[src/rtl/isr_ack_controller.sv]
// isr_ack_controller
//   In-Service / INTA handshake block of the 8259 PIC, downstream of the
//   priority resolver. It raises INT, runs the two-pulse INTA sequence,
//   owns the In-Service register and executes non-specific / specific EOI.
//
// Ports
//   clk, reset           system clock, asynchronous active-high reset
//   INTFLAG, PriorityID  resolver request flag and winning IR level
//   Rotating_priority    1 = rotate-on-EOI rule for non-specific EOI
//   INTA_n               CPU acknowledge (active low, synchronous to clk)
//   EOI, SEOI, EOI_level non-specific / specific EOI pulses and SEOI level
//   VectorBase           T7..T3 of the vector byte
//   AEOI                 auto-EOI enable (only with PIC_AEOI_EN defined)
//   INT                  interrupt request to the CPU
//   IS_status            In-Service register
//   last_serviced        rotation reference for the resolver
//   IRR_clear            one-hot, one-cycle clear strobe for the IRR
//   data_out, data_out_en vector byte {VectorBase, ID} and its drive enable
//
// Build option: define PIC_AEOI_EN to add the AEOI port and auto-EOI.
module isr_ack_controller #(
  parameter logic [2:0] SPURIOUS_ID = 3'd7
) (
  input  logic       clk,
  input  logic       reset,
  input  logic       INTFLAG,
  input  logic [2:0] PriorityID,
  input  logic       Rotating_priority,
  input  logic       INTA_n,
  input  logic       EOI,
  input  logic       SEOI,
  input  logic [2:0] EOI_level,
  input  logic [4:0] VectorBase,
`ifdef PIC_AEOI_EN
  input  logic       AEOI,
`endif
  output logic       INT,
  output logic [7:0] IS_status,
  output logic [2:0] last_serviced,
  output logic [7:0] IRR_clear,
  output logic [7:0] data_out,
  output logic       data_out_en
);

  typedef enum logic [1:0] {IDLE, PENDING, ACK1, ACK2} state_t;

  state_t     state;
  logic       inta_prev;
  logic       inta_fall;
  logic       inta_rise;
  logic [2:0] id;

  logic       ack_set;
  logic       eoi_found;
  logic [2:0] eoi_target;
  logic [2:0] scan_idx;
  logic [7:0] set_mask;
  logic [7:0] clr_mask;
  logic [7:0] is_next;
  logic [2:0] ls_next;

`ifdef PIC_AEOI_EN
  logic       spurious;
  logic       aeoi_clr;
`endif

  assign inta_fall = inta_prev & ~INTA_n;
  assign inta_rise = ~inta_prev & INTA_n;
  assign ack_set   = (state == PENDING) && inta_fall && INTFLAG;

  // Non-specific EOI target: fixed mode scans 0..7, rotating mode scans
  // upward from last_serviced+1 with wrap. First set bit wins.
  always_comb begin
    eoi_found  = 1'b0;
    eoi_target = '0;
    scan_idx   = '0;
    for (int unsigned i = 0; i < 8; i++) begin
      scan_idx = Rotating_priority ? last_serviced + 3'(i + 1) : 3'(i);
      if (!eoi_found && IS_status[scan_idx]) begin
        eoi_found  = 1'b1;
        eoi_target = scan_idx;
      end
    end
  end

  // Clears are computed from the pre-set IS value; OR-ing the set mask in
  // last makes a same-cycle INTA-1 set win over a clear of the same bit.
  always_comb begin
    set_mask = ack_set ? (8'b1 << PriorityID) : '0;
    clr_mask = '0;
    ls_next  = last_serviced;
`ifdef PIC_AEOI_EN
    aeoi_clr = (state == ACK2) && inta_rise && AEOI && !spurious;
    if (aeoi_clr) begin
      clr_mask = 8'b1 << id;
      if (Rotating_priority)
        ls_next = id;
    end
`endif
    if (SEOI) begin
      clr_mask = clr_mask | (8'b1 << EOI_level);
      if (Rotating_priority)
        ls_next = EOI_level;
    end else if (EOI && eoi_found) begin
      clr_mask = clr_mask | (8'b1 << eoi_target);
      if (Rotating_priority)
        ls_next = eoi_target;
    end
    is_next = (IS_status & ~clr_mask) | set_mask;
  end

  always_ff @(posedge clk or posedge reset) begin
    if (reset) begin
      state         <= IDLE;
      inta_prev     <= 1'b1;
      id            <= '0;
      INT           <= 1'b0;
      IS_status     <= '0;
      last_serviced <= 3'd7;
      IRR_clear     <= '0;
      data_out      <= '0;
      data_out_en   <= 1'b0;
`ifdef PIC_AEOI_EN
      spurious      <= 1'b0;
`endif
    end else begin
      inta_prev     <= INTA_n;
      IRR_clear     <= '0;
      IS_status     <= is_next;
      last_serviced <= ls_next;
      case (state)
        IDLE: begin
          if (INTFLAG) begin
            INT   <= 1'b1;
            state <= PENDING;
          end
        end
        PENDING: begin
          // An INTA fall takes precedence over a same-cycle INTFLAG drop.
          if (inta_fall) begin
            INT   <= 1'b0;
            state <= ACK1;
            if (INTFLAG) begin
              id        <= PriorityID;
              IRR_clear <= 8'b1 << PriorityID;
            end else begin
              id <= SPURIOUS_ID;
            end
`ifdef PIC_AEOI_EN
            spurious <= !INTFLAG;
`endif
          end else if (!INTFLAG) begin
            INT   <= 1'b0;
            state <= IDLE;
          end
        end
        ACK1: begin
          if (inta_fall) begin
            data_out    <= {VectorBase, id};
            data_out_en <= 1'b1;
            state       <= ACK2;
          end
        end
        ACK2: begin
          if (inta_rise) begin
            data_out_en <= 1'b0;
            state       <= IDLE;
          end
        end
        default: state <= IDLE;
      endcase
    end
  end

endmodule

[config.mk]
export PLATFORM = sky130hd
export DESIGN_NAME = isr_ack_controller
export DESIGN_NICKNAME = d
export VERILOG_FILES = /design/src/rtl/isr_ack_controller.sv
export SDC_FILE = /design/constraint.sdc
export NUM_CORES = 1
export LEC_CHECK = 0
export BUFFER_PORTS_ARGS = -buffer_cell sky130_fd_sc_hd__buf_4
export CORE_MARGIN = 1.5
export CORE_UTILIZATION = 30
export DETAILED_ROUTE_END_ITERATION = 7
export PLACE_DENSITY = 0.5
export SYNTH_ARGS = -nofsm -noshare
export SYNTH_HDL_FRONTEND = slang
export SYNTH_SLANG_ARGS = --single-unit
[constraint.sdc]
create_clock -name clk -period 8.2 [get_ports clk]
set_clock_uncertainty 0.15 [all_clocks]
set_input_delay 0.82 -clock clk [delete_from_list [all_inputs] [get_ports clk]]
set_output_delay 0.82 -clock clk [all_outputs]
set_load 0.01 [all_outputs]
==> summary.md <==
| Metric | Value |
|---|---|
| RePlAce Congestion | 0.895 |
| Number of diodes | 0 |
| Post-DP HPWL | 6060 um |
| DP Area | 3210 um2 |
| Number of buffers inserted during clock tree synthesis | 5 |
| Logic depth of the worst register-to-register path | 10 |
| Cells after Synth | 311 |
| CP cell instances | inv_1 -> ha_1 -> xnor2_1 -> nand2_1 -> mux4_2 -> o21ai_2 -> or2_4 -> nor3_2 -> or2_1 -> a31oi_1 |
| Ys flop type | dfrtp_1 |
| Met1 layer usage reported by global route | between 20% and 30% |
| Power density of the placed cells | 356 nW/um2 |
| Transition at the pin with the smallest max-transition slack | 0.781 ns |
| Remaining antenna violation count after routing | 0 |
| Classification of the worst setup path | register to register |
| Fraction of layout cells with a size suffix above 1 | 27.3% |
| Insertion delay to the later sink of the worst-skew pair | 0.29 ns |
| Hold Vio Cnt, Final | 0 |
| Core area | 9200 um2 |
| Summed negative setup slack over all endpoints | 0 ns |
| Met2 routing resource usage after global routing | 25.4% |
| Async set-or-reset flop fraction in the synthesized netlist | 100% |
| Worst hold path endpoint | id[2]$_DFFE_PP0P_ |
| Buffers added on ports | 46 |
| Postcts setup bufs | 0 |
| Post-DR vias/cell | 5.77 |
| VDD IR-drop max | 0.000118 V |
| Multi-input gate area in the final layout | between 1500 and 2000 um2 |
| Final Power | 1.18 mW |
| Remaining global-route overflow | 0 |
| Worst slew margin relative to its limit | 47.8% |
| Total routing resource utilization after global routing | ~17% |
| Buffer depth of the longest clock path | 2 |
| M3 GR Usage | approximately 2.7% |
| Number of hold buffers added after cts | 0 |
| Number of filler cells placed in the layout | between 900 and 1000 |
| CTS H-tree lvls | 2 |
| Num ports | 47 |
| Highest achievable clock rate | between 200 and 300 MHz |
| Max FO, Critical Path | 30 |
| Number of synthesized register bits | 35 |
| Final worst path period share | 45.0% |
| Hold WC Path Type | register to register |
| Register area | approximately 900 um2 |
| Slack of the worst reg-to-reg path | 4.51 ns |
| Number of synthesis warnings | 0 |
| Worst min-delay path startpoint | id[2]$_DFFE_PP0P_ |
| Detailed-route wire length per cell | between 15 and 20 um |
| Synth cell types | 67 |
| TritonCTS sink count | 35 |
| Via count of the first global-routing pass | 2409 |
| Antenna violations before repair | 0 |
| Nature of the critical path startpoint | register |
| CTS tree | yes |
| Site row count | 35 |
| Average footprint of a synthesized cell | 9.09 um2 |
| Result of the run | finished, final reports clean |
| Final-stage net count | 363 |
| Arrival time at the worst endpoint | 3.69 ns |
| Critical Path Sink Type | register |
| Clock slew seen by the registers of the worst setup and hold paths | 0.08 ns |
| Number of max-capacitance violations reported | 0 |
| Global route hottest layer | met2 |
| Layout overhead on the synthesized area | 17.5% |
| Cell Area, Synth | roughly 2800 um2 |
| Number of synthesized flops with an enable pin | 0 |
| Final instance area | between 3000 and 4000 um2 |
| Hold-critical path depth | 1 |
| Starting utilization of the core area | 30.7% |
| Reg2Reg Capture Point | IS_status[6]$_DFF_PP0_ |
| Number of iterations in the first detailed-routing pass | 5 |
| Crit-path max cell delay | 0.90 ns |
| Net Count, Synth | 331 |
| Iteration-0 DRC Markers | 214 |
| Total wire length after detailed routing | 8140 um |
| Wire length of the first global-routing pass | 13100 um |
| CTS Root Cell | clkbuf_8 |
| Reg2Reg Launch Point | last_serviced[0]$_DFFE_PP1P_ |
| Vert. Die Dim | about 100 um |
| Data required time of the worst path | roughly 8.2 ns |
| Sequential-to-total area share from yosys stat | 31.2% |
| Detailed-route via count | 2625 |
| Largest net degree at the start of global routing | 36 |
| DRC | 0 |
| Final setup violation count | 0 |
| Die Outline Area | 10000 um2 |
| Count of pins over their slew limit | 0 |
| Clock period minus worst slack | 3.69 ns |
| CP max-delay cell | dfstp_2 |
| Number of gates resized after cts | 0 |
| Unrepaired setup endpoints after global routing | no |
| Cell leakage power | 1.45 nW |
| Die extent in x | 100 um |
==> flip-flops by register name, indices dropped and copies added, names as in the netlist, named ones only <==
name           flops
last_serviced      3
INT                1
data_out_en        1
IS_status          8
inta_prev          1
id                 3
data_out           8
IRR_clear          8
state              1
==> how the worst max path moves through the flow <==
stage                            startpoint                            to  cells after the start
6_report       last_serviced[0]$_DFFE_PP1P_        IS_status[6]$_DFF_PP0_                     10
5_1_grt        last_serviced[0]$_DFFE_PP1P_        IS_status[6]$_DFF_PP0_                     10
4_1_cts        last_serviced[0]$_DFFE_PP1P_        IS_status[6]$_DFF_PP0_                     10
3_5_place_dp              Rotating_priority        IS_status[7]$_DFF_PP0_                      9
3_3_place_gp              Rotating_priority        IS_status[6]$_DFF_PP0_                      9
2_1_floorplan  last_serviced[0]$_DFFE_PP1P_  last_serviced[0]$_DFFE_PP1P_                     13
==> power by group <==
group | total [mW] | switching (mW) | internal, mW
registers | 0.311 | 0.0855 | 0.225
clock network | 0.157 | 0.0659 | 0.0915
logic | 0.712 | 0.402 | 0.310
total | 1.18 | 0.553 | 0.627
==> layout make-up <==
class / instances / area share [%]
clock buffers: 5 / 2.07
clock inverters: 3 / 1.39
inverters: 14 / 1.58
multi-input cells: 240 / 53.6
flip-flops and latches: 35 / 26.5
well taps: 111 / 4.18
repair buffers: 47 / 10.6
==> cell usage after synthesis (5+ instances only) <==
cell type / number / area (um2)
buf_2: 8 / 40.0
inv_1: 14 / 52.6
nand2b_1: 9 / 56.3
a211oi_1: 5 / 37.5
nand2_1: 23 / 86.3
a32oi_1: 7 / 61.3
a21oi_1: 23 / 115
a31oi_1: 7 / 43.8
mux2_2: 12 / 135
o21ai_0: 9 / 45.0
nor2_1: 20 / 75.1
clkbuf_1: 10 / 37.5
mux2i_1: 17 / 170
nor2b_1: 6 / 37.5
a211o_1: 5 / 43.8
nand3_1: 5 / 25.0
and3b_1: 6 / 52.6
nor3_1: 9 / 45.0
dfrtp_1: 31 / 776
==> cells by family after synthesis <==
logic type / count (synthesis) / synth area share [%]
buf+inv: 36 / 5.84
compound gates: 93 / 24.6
mux: 34 / 14.4
fa+ha+maj: 2 / 0.885
xor+xnor: 3 / 0.930
flops: 35 / 31.2
simple gates: 108 / 22.2
==> metal layers <==
layer	part of all wire, %	vias up
met2	46	110
met5	0	-
met4	0.84	0
li1	-	1243
met1	46	1266
met3	6.7	6
==> critical path: cells and delay by family (launching register included) <==
| family | cells | cell delay, ns |
|---|---|---|
| AND/OR/NAND/NOR | 4 | 1.18 |
| flip-flops | 1 | 0.90 |
| multiplexers | 1 | 0.48 |
| XOR/XNOR | 1 | 0.26 |
| adder cells (fa/ha/maj) | 1 | 0.24 |
| AO/OA/AOI/OAI | 2 | 0.20 |
| buffers and inverters | 1 | 0.16 |
==> layout by cell type (no fill, tap or decap), drive strengths merged, types with 8 or more instances in the layout <==
master and n:
buf 47, dfrtp 31, nand2 23, a21oi 23, nor2 20, mux2i 17, inv 15, mux2 13
o21ai 12, nor3 10, nand2b 9, a211oi 8
==> metrics by stage <==
step           util, %  instances  worst slack (ns)  hold slack, ns
2_1_floorplan        -        311              4.82           0.309
3_3_place_gp      34.9        447              4.31           0.332
3_5_place_dp      34.9        447              4.24           0.337
4_1_cts           36.1        455              4.54           0.355
5_1_grt           36.1        455              4.25           0.379
6_report          36.1        455              4.51           0.361
No activity file was read; power rests on OpenSTA's default activity.
